**config.mk**
```make
export PLATFORM = sky130hd
export DESIGN_NAME = i2c_mem_slave
export DESIGN_NICKNAME = d
export VERILOG_FILES = /design/src/rtl/i2c_pkg.sv /design/src/rtl/i2c_slv_mem.sv /design/src/rtl/i2c_mem_slave.sv
export SDC_FILE = /design/constraint.sdc
export NUM_CORES = 1
export LEC_CHECK = 0
export CORE_MARGIN = 8
export CORE_UTILIZATION = 54
export DETAILED_ROUTE_END_ITERATION = 7
export PLACE_DENSITY_LB_ADDON = 0.15
export SKIP_CTS_REPAIR_TIMING = 1
export SLEW_MARGIN = 25
export SYNTH_ARGS = -nofsm -noshare
export SYNTH_HDL_FRONTEND = slang
export SYNTH_HIERARCHICAL = 1
export SYNTH_SLANG_ARGS = --single-unit
export TNS_END_PERCENT = 50
```
**constraint.sdc**
```tcl
create_clock -name clk -period 1.7 [get_ports clk]
set_clock_uncertainty 0.1 [all_clocks]
set_input_delay 0.17 -clock clk [delete_from_list [all_inputs] [get_ports clk]]
set_output_delay 0.17 -clock clk [all_outputs]
set_load 0.1 [all_outputs]
```
**src/rtl/i2c_pkg.sv**
```systemverilog
// ----------------------------------------------------------------------------
// i2c_pkg
// Types and constants shared by the I2C memory slave and its storage.
//   slv_state_e     : one-hot slave state encoding
//   I2C_ADDR_WIDTH  : default received address width (7)
//   I2C_DATA_WIDTH  : default data byte width (8)
//   max_int()       : elaboration-time helper for sizing counters
// ----------------------------------------------------------------------------
package i2c_pkg;

  localparam int I2C_ADDR_WIDTH = 7;
  localparam int I2C_DATA_WIDTH = 8;

  typedef enum logic [7:0] {
    IDLE  = 8'b0000_0001,
    ADDR  = 8'b0000_0010,
    RW    = 8'b0000_0100,
    ACK_A = 8'b0000_1000,
    WDATA = 8'b0001_0000,
    ACK_D = 8'b0010_0000,
    RDATA = 8'b0100_0000,
    STOP  = 8'b1000_0000
  } slv_state_e;

  function automatic int max_int(input int a, input int b);
    return (a > b) ? a : b;
  endfunction

endpackage

```
**src/rtl/i2c_slv_mem.sv**
```systemverilog
// ----------------------------------------------------------------------------
// i2c_slv_mem
// Byte storage behind the I2C slave: MEM_DEPTH x DATA_WIDTH, synchronous
// write, combinational read. Contents are deliberately not reset.
// Optional feature macro: I2C_SLV_READ_EN adds the read port.
// Ports:
//   clk      in   write clock
//   we_i     in   write enable for this cycle
//   addr_i   in   location index
//   wdata_i  in   write data
//   rdata_o  out  read data (only with I2C_SLV_READ_EN)
// ----------------------------------------------------------------------------
module i2c_slv_mem
  import i2c_pkg::*;
#(
  parameter int DATA_WIDTH = I2C_DATA_WIDTH,
  parameter int MEM_DEPTH  = 128,
  parameter int IDX_W      = $clog2(MEM_DEPTH)
) (
  input  logic                  clk,
  input  logic                  we_i,
  input  logic [IDX_W-1:0]      addr_i,
  input  logic [DATA_WIDTH-1:0] wdata_i
`ifdef I2C_SLV_READ_EN
  ,
  output logic [DATA_WIDTH-1:0] rdata_o
`endif
);

  logic [DATA_WIDTH-1:0] mem_q [0:MEM_DEPTH-1];

  // Synchronous write port.
  always_ff @(posedge clk) begin
    if (we_i) begin
      mem_q[addr_i] <= wdata_i;
    end
  end

`ifdef I2C_SLV_READ_EN
  assign rdata_o = mem_q[addr_i];
`endif

endmodule

```
**src/rtl/i2c_mem_slave.sv**
```systemverilog
// ----------------------------------------------------------------------------
// i2c_mem_slave
// Simplified I2C-style memory slave. SCL is clk during a transfer. After a
// start (SDA high then low while idle) it receives an LSB-first address and
// an R/W bit (1 = write), acknowledges in-range addresses, then either
// receives a data byte and commits it, or (with I2C_SLV_READ_EN) returns
// the stored byte LSB-first. Without I2C_SLV_READ_EN every read is NACKed.
// Ports:
//   clk      in   clock, all sampling on the rising edge
//   reset_n  in   synchronous active-low reset
//   S_EN     in   slave enable, low aborts to IDLE
//   SDA_IN   in   serial data from the master
//   ack_n    out  active-low acknowledge
//   SDA_OUT  out  read data bit (idles high)
//   sda_oe   out  high while SDA_OUT carries read data
//   wr_done  out  one-cycle pulse after a byte is committed
//   busy     out  high whenever the slave is not idle
// ----------------------------------------------------------------------------
module i2c_mem_slave
  import i2c_pkg::*;
#(
  parameter int ADDR_WIDTH = I2C_ADDR_WIDTH,
  parameter int DATA_WIDTH = I2C_DATA_WIDTH,
  parameter int MEM_DEPTH  = 128
) (
  input  logic clk,
  input  logic reset_n,
  input  logic S_EN,
  input  logic SDA_IN,
  output logic ack_n,
  output logic SDA_OUT,
  output logic sda_oe,
  output logic wr_done,
  output logic busy
);

  localparam int IDX_W = $clog2(MEM_DEPTH);
  localparam int CNT_W = $clog2(max_int(ADDR_WIDTH, DATA_WIDTH));
  localparam logic [ADDR_WIDTH:0]  DEPTH_C    = (ADDR_WIDTH+1)'(MEM_DEPTH);
  localparam logic [CNT_W-1:0]     ADDR_LAST  = CNT_W'(ADDR_WIDTH - 1);
  localparam logic [CNT_W-1:0]     DATA_LAST  = CNT_W'(DATA_WIDTH - 1);

  slv_state_e              state_q;
  logic [CNT_W-1:0]        cnt_q;
  logic [ADDR_WIDTH-1:0]   addr_q;
  // Holds the first DATA_WIDTH-1 bits; the last bit is taken straight from
  // SDA_IN so the commit can happen on the edge that samples it.
  logic [DATA_WIDTH-2:0]   data_q;
  logic                    rw_q;
  logic                    sda_q;
  logic                    ack_n_q;
  logic                    sda_out_q;
  logic                    sda_oe_q;
  logic                    wr_done_q;
  logic                    busy_q;

  logic                    addr_ok_s;
  logic                    we_s;
  logic [DATA_WIDTH-1:0]   wdata_s;
  logic [IDX_W-1:0]        idx_s;
`ifdef I2C_SLV_READ_EN
  logic [DATA_WIDTH-1:0]   rdata_s;
`endif

  assign addr_ok_s = ({1'b0, addr_q} < DEPTH_C);
  assign idx_s     = addr_q[IDX_W-1:0];
  assign wdata_s   = {SDA_IN, data_q};
  // Reset and enable gate the write so an aborted transfer never commits.
  assign we_s      = reset_n && S_EN && (state_q == WDATA) && (cnt_q == DATA_LAST);

  i2c_slv_mem #(
    .DATA_WIDTH (DATA_WIDTH),
    .MEM_DEPTH  (MEM_DEPTH),
    .IDX_W      (IDX_W)
  ) u_mem (
    .clk     (clk),
    .we_i    (we_s),
    .addr_i  (idx_s),
    .wdata_i (wdata_s)
`ifdef I2C_SLV_READ_EN
    ,
    .rdata_o (rdata_s)
`endif
  );

  // Slave FSM with its registered outputs and shift registers.
  always_ff @(posedge clk) begin
    if (!reset_n) begin
      state_q   <= IDLE;
      cnt_q     <= '0;
      addr_q    <= '0;
      data_q    <= '0;
      rw_q      <= 1'b0;
      sda_q     <= 1'b1;
      ack_n_q   <= 1'b1;
      sda_out_q <= 1'b1;
      sda_oe_q  <= 1'b0;
      wr_done_q <= 1'b0;
      busy_q    <= 1'b0;
    end else if (!S_EN) begin
      state_q   <= IDLE;
      cnt_q     <= '0;
      sda_q     <= SDA_IN;
      ack_n_q   <= 1'b1;
      sda_out_q <= 1'b1;
      sda_oe_q  <= 1'b0;
      wr_done_q <= 1'b0;
      busy_q    <= 1'b0;
    end else begin
      sda_q     <= SDA_IN;
      wr_done_q <= 1'b0;
      case (state_q)
        IDLE: begin
          // An unknown SDA_IN makes this condition non-true, so X is never a start.
          if (sda_q && !SDA_IN) begin
            state_q <= ADDR;
            cnt_q   <= '0;
            busy_q  <= 1'b1;
          end else begin
            busy_q  <= 1'b0;
          end
        end
        ADDR: begin
          addr_q <= {SDA_IN, addr_q[ADDR_WIDTH-1:1]};
          if (cnt_q == ADDR_LAST) begin
            state_q <= RW;
            cnt_q   <= '0;
          end else begin
            cnt_q   <= cnt_q + CNT_W'(1);
          end
        end
        RW: begin
          rw_q  <= SDA_IN;
          cnt_q <= '0;
`ifdef I2C_SLV_READ_EN
          if (addr_ok_s) begin
`else
          if (addr_ok_s && SDA_IN) begin
`endif
            state_q <= ACK_A;
            ack_n_q <= 1'b0;
          end else begin
            state_q <= STOP;
          end
        end
        ACK_A: begin
          ack_n_q <= 1'b1;
          cnt_q   <= '0;
          if (rw_q) begin
            state_q <= WDATA;
          end else begin
`ifdef I2C_SLV_READ_EN
            state_q   <= RDATA;
            sda_oe_q  <= 1'b1;
            sda_out_q <= rdata_s[0];
            data_q    <= rdata_s[DATA_WIDTH-1:1];
`else
            state_q   <= STOP;
`endif
          end
        end
        WDATA: begin
          data_q <= {SDA_IN, data_q[DATA_WIDTH-2:1]};
          if (cnt_q == DATA_LAST) begin
            state_q   <= ACK_D;
            cnt_q     <= '0;
            ack_n_q   <= 1'b0;
            wr_done_q <= 1'b1;
          end else begin
            cnt_q     <= cnt_q + CNT_W'(1);
          end
        end
        ACK_D: begin
          state_q <= STOP;
          cnt_q   <= '0;
          ack_n_q <= 1'b1;
        end
`ifdef I2C_SLV_READ_EN
        RDATA: begin
          if (cnt_q == DATA_LAST) begin
            state_q   <= STOP;
            cnt_q     <= '0;
            sda_oe_q  <= 1'b0;
            sda_out_q <= 1'b1;
          end else begin
            cnt_q     <= cnt_q + CNT_W'(1);
            sda_out_q <= data_q[0];
            data_q    <= {1'b0, data_q[DATA_WIDTH-2:1]};
          end
        end
`endif
        STOP: begin
          if (SDA_IN) begin
            state_q <= IDLE;
            busy_q  <= 1'b0;
          end else begin
            busy_q  <= 1'b1;
          end
        end
        default: begin
          state_q   <= IDLE;
          cnt_q     <= '0;
          ack_n_q   <= 1'b1;
          sda_out_q <= 1'b1;
          sda_oe_q  <= 1'b0;
          busy_q    <= 1'b0;
        end
      endcase
    end
  end

  assign ack_n   = ack_n_q;
  assign SDA_OUT = sda_out_q;
  assign sda_oe  = sda_oe_q;
  assign wr_done = wr_done_q;
  assign busy    = busy_q;

endmodule

```
# Yosys cells after proc, flatten, opt, wreduce, memory -nomap -nowiden

Index checks and enable logic that the tools add are counted.

Logic and storage cells: 52
Output and inout port bits: 5
Input bits: 4
Register bits after elaboration: 16

Muxes and demuxes: 18
Reduce and logical (&&, ||, !) cells: 10
Eq/ne operators: 14
Bitwise operators: 2
Add/subtract/negate cells: 1

Operators with widths:

| cell                                                   | count |
|---|---|
| one-hot mux 8 bit (7 select lines)                     | 1 |
| two-way mux 8 bit                                      | 6 |
| one-hot mux 3 bit (4 select lines)                     | 1 |
| two-way mux 3 bit                                      | 3 |
| equality test 8 x 1 -> 1 bit (second input constant)   | 1 |
| equality test 8 x 2 -> 1 bit (second input constant)   | 1 |
| equality test 8 x 3 -> 1 bit (second input constant)   | 1 |
| equality test 8 x 4 -> 1 bit (second input constant)   | 1 |
| equality test 8 x 5 -> 1 bit (second input constant)   | 1 |
| equality test 8 x 6 -> 1 bit (second input constant)   | 1 |
| equality test 8 bit (second input constant)            | 1 |
| inequality test 2 bit (second input constant)          | 4 |
| equality test 3 bit (second input constant)            | 2 |
| one-hot mux 1 bit (3 select lines)                     | 2 |
| AND reduction 2 bit                                    | 3 |
| AND reduction 3 bit                                    | 2 |
| two-way mux 1 bit                                      | 5 |
| OR reduction 5 bit                                     | 1 |
| AND reduction 4 bit                                    | 1 |
| adder 3 x 1 -> 3 bit (second input constant)           | 1 |
| OR reduction 3 bit                                     | 1 |
| inequality test 2 x 1 -> 1 bit (second input constant) | 1 |
| inverter 1 bit                                         | 2 |
| logical AND 1 bit                                      | 1 |
| zero test 1 bit                                        | 1 |

# Depth between registers and ports, before layout

Gate-level depths: netlist of the first run.

Depth after elaboration: 4
Mapped depth: 7
Depth with buffers taken out: 7

# Least setup slack after synthesis of the first run

Ideal clock, no wire load.

Path type: register -> register
Start point: register ack_n (netlist name)
End point: register ack_n_q (netlist: ack_n)
Library setup time: 0.065 ns
Required time: 1.535 ns
Stages on the path, launching flop included: 4
Arrival: 1.378 ns
Clock period less this slack: 1.543 ns
Path slack: 0.157 ns
Buffers on the path: 0
Cell sequence: dfxtp_1 > nor3b_1 > a31oi_1 > nand3_1

RTL lines:

| what                   | line                 | RTL |
|---|---|---|
| end signal: assignment | i2c_mem_slave.sv:95  | `ack_n_q <= 1'b1;` |
| end signal: assignment | i2c_mem_slave.sv:104 | `ack_n_q <= 1'b1;` |
| end signal: assignment | i2c_mem_slave.sv:141 | `ack_n_q <= 1'b0;` |
| end: declaration       | i2c_mem_slave.sv:51  | `logic ack_n_q;` |

==> results of run 1 <==
## cell families after synthesis
logic type,count (synthesis)
AND/OR/NAND/NOR,49
AO/OA/AOI/OAI,30
flip-flops,15
buffers and inverters,12
adder cells (fa/ha/maj),3
XOR/XNOR,3
other,2
multiplexers,1
## worst reg2reg max path, delay by kind of cell (launching register included)
kind | cells | cell delay (ns)
DFF | 1 | 0.37
adders and majority gates | 2 | 0.35
and+or+nand+nor | 2 | 0.14
AOI/OAI and AO/OA | 3 | 0.60
## state kept, by name, indices dropped and copies added, names as in the netlist
register  cells
ack_n         1
busy          1
cnt_q         3
rw_q          1
sda_q         1
state_q       7
wr_done       1
## layout make-up
class	instances	area share
multi-input combinational	88	0.512
sequential	15	0.268
timing repair buffer	17	0.165
clock buffer	4	0.0234
tap	17	0.0189
inverter	4	0.0133
## how the worst max path moves through the flow
stage | start | slack [ns] | to | depth (start not counted)
2_1_floorplan | ack_n | 0.16 | ack_n | 3
3_3_place_gp | state_q[7] | 0.07 | ack_n | 5
3_5_place_dp | SDA_IN | 0.05 | state_q[2] | 5
4_1_cts | state_q[4] | 0.05 | busy | 5
5_1_grt | state_q[3] | -0.06 | busy | 6
6_report | cnt_q[1] | 0.02 | busy | 7
## power breakdown
part | internal, mW | switching [mW]
Clock | 0.0909 | 0.117
Sequential | 0.357 | 0.00915
Combinational | 0.0442 | 0.0736
## per-stage QoR
step	instances	power (mW)	instance area (um^2)	setup TNS [ns]
6_report	145	0.692	1120	0
2_1_floorplan	115	0.456	927	0
5_1_grt	145	0.721	1120	-0.283
3_3_place_gp	141	0.488	1090	0
4_1_cts	145	0.693	1110	0
3_5_place_dp	141	0.489	1090	0
## cells in the final DEF, fill, tap and decap left out, drive strengths merged, types with 2 or more instances in the layout
cell type and instances:
inv 4, buf 14, nor3 5, clkbuf 4, o31ai 4, nand2b 3, clkdlybuf4s50 3, a21oi 12
nor4 2, ha 3, nand3 4, o21ai 7, xor2 2, dfxtp 15, a211o 2, nand2 7
nor2 15, conb 2, nor3b 3, nor2b 3, a31oi 2
## routing by layer
layer  vias up  part of all wire  routed length [um]
li1        430                 -                   -
met1       392              0.44                 955
met2        32              0.49                1070
met3         2             0.066                 143
met4         0            0.0064                  14
met5         -                 0                   0
==> metrics, run 1 <==
initial antenna violation count 0; first-pass GRT wire length 3530 um; WL/cell 15.1 um; startpoint types flip-flop; leakage power figure 0.454 nW; met1 GRT Util 0.171; pwr/cell area 615 nW/um^2; most crowded layer after global routing met2; die area 3300 um^2; count leader, synth dfxtp_1; Overall Global Routing Usage 0.132; Yosys warning total 6; Top delay family on crit path compound AO/OA/AOI/OAI gates; number of global-route vias before repair 815; simple-gate area share of the yosys netlist 0.317; GP Congestion 0.879; TritonRoute pass-1 iters 4; share of cells above drive strength 1 0.234; Post-Synth XOR/XNOR Area 0.0283; top cells by area, synth dfxtp_1 32%, nor2_1 5.7%, a21oi_1 4.9%, ha_1 4.0%, o31ai_1 3.2%; hpwl dp 1650 um; final-report hold violation count 0; latest clock arrival within the worst-skew pair 0.28 ns; Syn Nets 122; final setup vio count 0; area share of the leading cell type in the synthesized netlist 0.324; status completed; crit end category flip-flop; Core ar. 1670 um^2; Post-synth EDFFs 0; CTS sink count 15; Detail Route Antenna Nets 0; WL final 2180 um; Num CTS Buffers 3; reg2reg path depth 7; CP arrival 1.74 ns; Total Nets Final 136; Final WS setup 0.0176 ns; die height 57.4 um; WP buf/inv 0; Post-Route Hold Slack 0.359 ns; total gr overflow 0; Yosys reg bits 15; fraction of registers with async set/reset 0; met2 Usage GRT 0.207; crit path max fanout 3; Max Cap Viol 0; hold endpoint sda_q; Hold Path Stages 2; row cnt 15; H-tree depth 1; fin crit period 1.68 ns; RSZ-0062 raised after global routing true; post-synthesis cell count 115; Util after Layout 0.673; Vias/cell 5.90; most common library cells after synthesis 15 x dfxtp_1, 14 x nor2_1, 9 x a21oi_1; io pins 9; Worst path slowest cell dfxtp_1; max-slew violation count 0; complex-gate fraction of the synthesized area 0.204; dpl ws 0.0529 ns; Clock Tree Root clkbuf_4; Max clock buf depth 2; CP required 1.76 ns; post-synthesis sequential area ratio 0.324; Worst R2R Start cnt_q[1]; post-synth top area cell dfxtp_1; RR Endpoint busy; Post-route DRC 0; area grow syn2layout 21.3%; WS Path Type reg2reg; main combinational cell family by area after synthesis simple AND/OR/NAND/NOR gates; mux contribution to synthesized area 0.0108; largest net degree at the start of global routing 9; via count 856; FF-to-FF setup slack 0.02 ns; Fmax achieved 594 MHz; Worst VDD drop 0.584 mV; Synth Area in Adders 0.0405; Clock Pin Slew Worst Setup and Hold Paths 0.10 ns; min-delay src reset_n; Yosys cell types 39; largest stage delay on the critical path 0.37 ns; FF/Latch Area 302 um^2; syn_area_per_cell 8.06 um^2; DR iter-0 viols 29; worst min-delay path category in2reg; Post-synth top flop dfxtp_1; M3 GR Usage 0.0404; Port Buffers 6; # fillers 136; Tcrit/Tclk final 0.990; initial core utilization 0.555; CP Cell Sequence ha_1 > ha_1 > nor3b_1 > a21oi_2 > nor2_1 > o31ai_1 > a21oi_1; synthesized area 927 um^2; ANT cells 0; DIE WIDTH 57.4 um; CTS tree yes; Worst path most repeated cell ha_1; area of the multi-input gates 576 um^2
Note: power is estimated with default switching activity, not from simulation.
==> run 2, diff against run 1 <==
--- a/config.mk
+++ b/config.mk
@@ -5,12 +5,12 @@
 export SDC_FILE = /design/constraint.sdc
 export NUM_CORES = 1
 export LEC_CHECK = 0
+export CORE_ASPECT_RATIO = 1.2
 export CORE_MARGIN = 8
 export CORE_UTILIZATION = 54
 export DETAILED_ROUTE_END_ITERATION = 7
 export PLACE_DENSITY_LB_ADDON = 0.15
 export SKIP_CTS_REPAIR_TIMING = 1
-export SLEW_MARGIN = 25
 export SYNTH_ARGS = -nofsm -noshare
 export SYNTH_HDL_FRONTEND = slang
 export SYNTH_HIERARCHICAL = 1
==> run 2 against run 1 <==
Sequential share of layout area rose by 0.35 points; maximum frequency rose by 4.7%; clock power rose by 3%; hold slack improved by 0.017 ns; cell count did not move; critical path depth did not move; clock-buffer cell count did not move; critical path type unchanged.
==> metrics, run 2 (synthesis gave the netlist of run 1 again) <==
Fmax achieved 623 MHz (was 594 MHz); RR Endpoint state_q[5] (was busy); DIE WIDTH 53.8 um (was 57.4 um); pwr/cell area 626 nW/um^2 (was 615 nW/um^2); H-tree depth 1 (unchanged); via count 831 (was 856); worst min-delay path category in2reg (unchanged); max-slew violation count 0 (unchanged); FF-to-FF setup slack 0.09 ns (was 0.02 ns); Vias/cell 5.73 (was 5.90); die area 3300 um^2 (about the same); die height 61.4 um (was 57.4 um); Tcrit/Tclk final 0.945 (was 0.990); Total Nets Final 135 (was 136); Overall Global Routing Usage 0.144 (was 0.132); crit end category flip-flop (unchanged); fin cells 145 (unchanged); crit path max fanout 3 (unchanged); Clock Tree Root clkbuf_4 (unchanged); initial antenna violation count 0 (unchanged); status completed (unchanged); Worst path slowest cell dfxtp_1 (unchanged); CTS sink count 15 (unchanged); TritonRoute pass-1 iters 4 (unchanged); CP required 1.79 ns (was 1.76 ns); latest clock arrival within the worst-skew pair 0.29 ns (was 0.28 ns); area of the multi-input gates 583 um^2 (was 576 um^2); Max Cap Viol 0 (unchanged); Hold Path Stages 2 (unchanged); first-pass GRT wire length 3590 um (was 3530 um); final-report hold violation count 0 (unchanged); initial core utilization 0.572 (was 0.555); DR iter-0 viols 19 (was 29); WL final 2100 um (was 2180 um); WL/cell 14.5 um (was 15.1 um); hpwl dp 1600 um (was 1650 um); leakage power figure 0.450 nW (was 0.454 nW); Post-route DRC 0 (unchanged); Post-Route Hold Slack 0.376 ns (was 0.359 ns); largest stage delay on the critical path 0.34 ns (was 0.37 ns); CP arrival 1.70 ns (was 1.74 ns); number of global-route vias before repair 852 (was 815); most frequent cells in the layout 13 x nor2_1, 13 x dfxtp_1, 10 x buf_4, 9 x a21oi_1, 6 x nand2_1 (was 14 x nor2_1, 14 x dfxtp_1, 10 x buf_4, 9 x a21oi_1, 6 x nand2_1); Worst path most repeated cell ha_1 (unchanged); Clock Pin Slew Worst Setup and Hold Paths 0.09 ns (was 0.10 ns); # fillers 128 (was 136); largest net degree at the start of global routing 12 (was 9); Util after Layout 0.688 (was 0.673); Port Buffers 6 (unchanged); FF/Latch Area 303 um^2 (was 302 um^2); Worst R2R Start cnt_q[0] (was cnt_q[1]); Worst Setup EP state_q[5] (was busy); min-delay src reset_n (unchanged); share of cells above drive strength 1 0.252 (was 0.234); number of placed instances, taps included 141 (unchanged); largest register by flop count state_q (unchanged); biggest registers after layout state_q: 7 flops, cnt_q: 3 flops (unchanged); Core ar. 1620 um^2 (was 1670 um^2); Largest register FFs 7 (unchanged); area grow syn2layout 20.2% (was 21.3%); WS Path Type reg2reg (unchanged); ANT cells 0 (unchanged); CP Cell Sequence ha_1 > ha_1 > nor3b_2 > a21oi_2 > nor2_2 > a211o_1 > nor2_1 (was ha_1 > ha_1 > nor3b_1 > a21oi_2 > nor2_1 > o31ai_1 > a21oi_1); total gr overflow 0 (unchanged); Num CTS Buffers 3 (unchanged); fin crit period 1.61 ns (was 1.68 ns); final setup vio count 0 (unchanged); row cnt 16 (was 15); CTS tree yes (unchanged); Detail Route Antenna Nets 0 (unchanged); GP Congestion 0.864 (was 0.879); startpoint types flip-flop (unchanged); Max clock buf depth 2 (unchanged); reg2reg path depth 7 (unchanged); crit path from cnt_q[0] (was cnt_q[1]); io pins 9 (unchanged); Worst VDD drop 0.439 mV (was 0.584 mV)
-- run 2: changes by cell type in the layout (fill, tap and decap cells not counted), sizes merged --
| cell | delta |
|---|---|
| buf | -1 |
-- run 2: worst min path at each step --
| stage | endpoint | slack, ns |
|---|---|---|
| finish | sda_q | 0.38 |
| global route | sda_q | 0.39 |
| global placement | cnt_q[0] | 0.37 |
| floorplan | sda_q | 0.14 |
| detailed placement | cnt_q[0] | 0.38 |
| CTS | sda_q | 0.37 |
-- run 2: critical path, delay by kind of cell (launching register included) --
| kind | cells | cell delay (ns) |
|---|---|---|
| compound gates | 2 | 0.22 |
| fa+ha+maj | 2 | 0.41 |
| flops | 1 | 0.34 |
| simple gates | 3 | 0.43 |
-- run 2: layer usage --
metal  wire length (um)  GRT usage
met4                 87     0.0794
met1                914      0.162
met5                  0          0
met3                 84     0.0386
met2               1010      0.237
-- run 2: where the power goes --
part | internal (mW) | switching [mW]
sequential | 0.357 | 0.0107
combinational | 0.0432 | 0.0730
clock | 0.0915 | 0.122
total | 0.492 | 0.206
-- run 2: final cells by class --
class | count | area share
Sequential cell | 15 | 0.272
Clock buffer | 4 | 0.0236
Tap cell | 18 | 0.0202
Timing Repair Buffer | 16 | 0.148
Multi-Input combinational cell | 88 | 0.523
Inverter | 4 | 0.0135
-- run 2: through the flow --
step                setup slack [ns]  area, um^2   TNS, ns  total power [mW]
finish                        0.0937        1110         0             0.698
CTS                           0.0481        1090         0             0.695
floorplan                      0.157         927         0             0.456
global route                -0.00504        1110  -0.00790             0.719
detailed placement           0.00943        1070         0             0.488
global placement              0.0224        1070         0             0.487
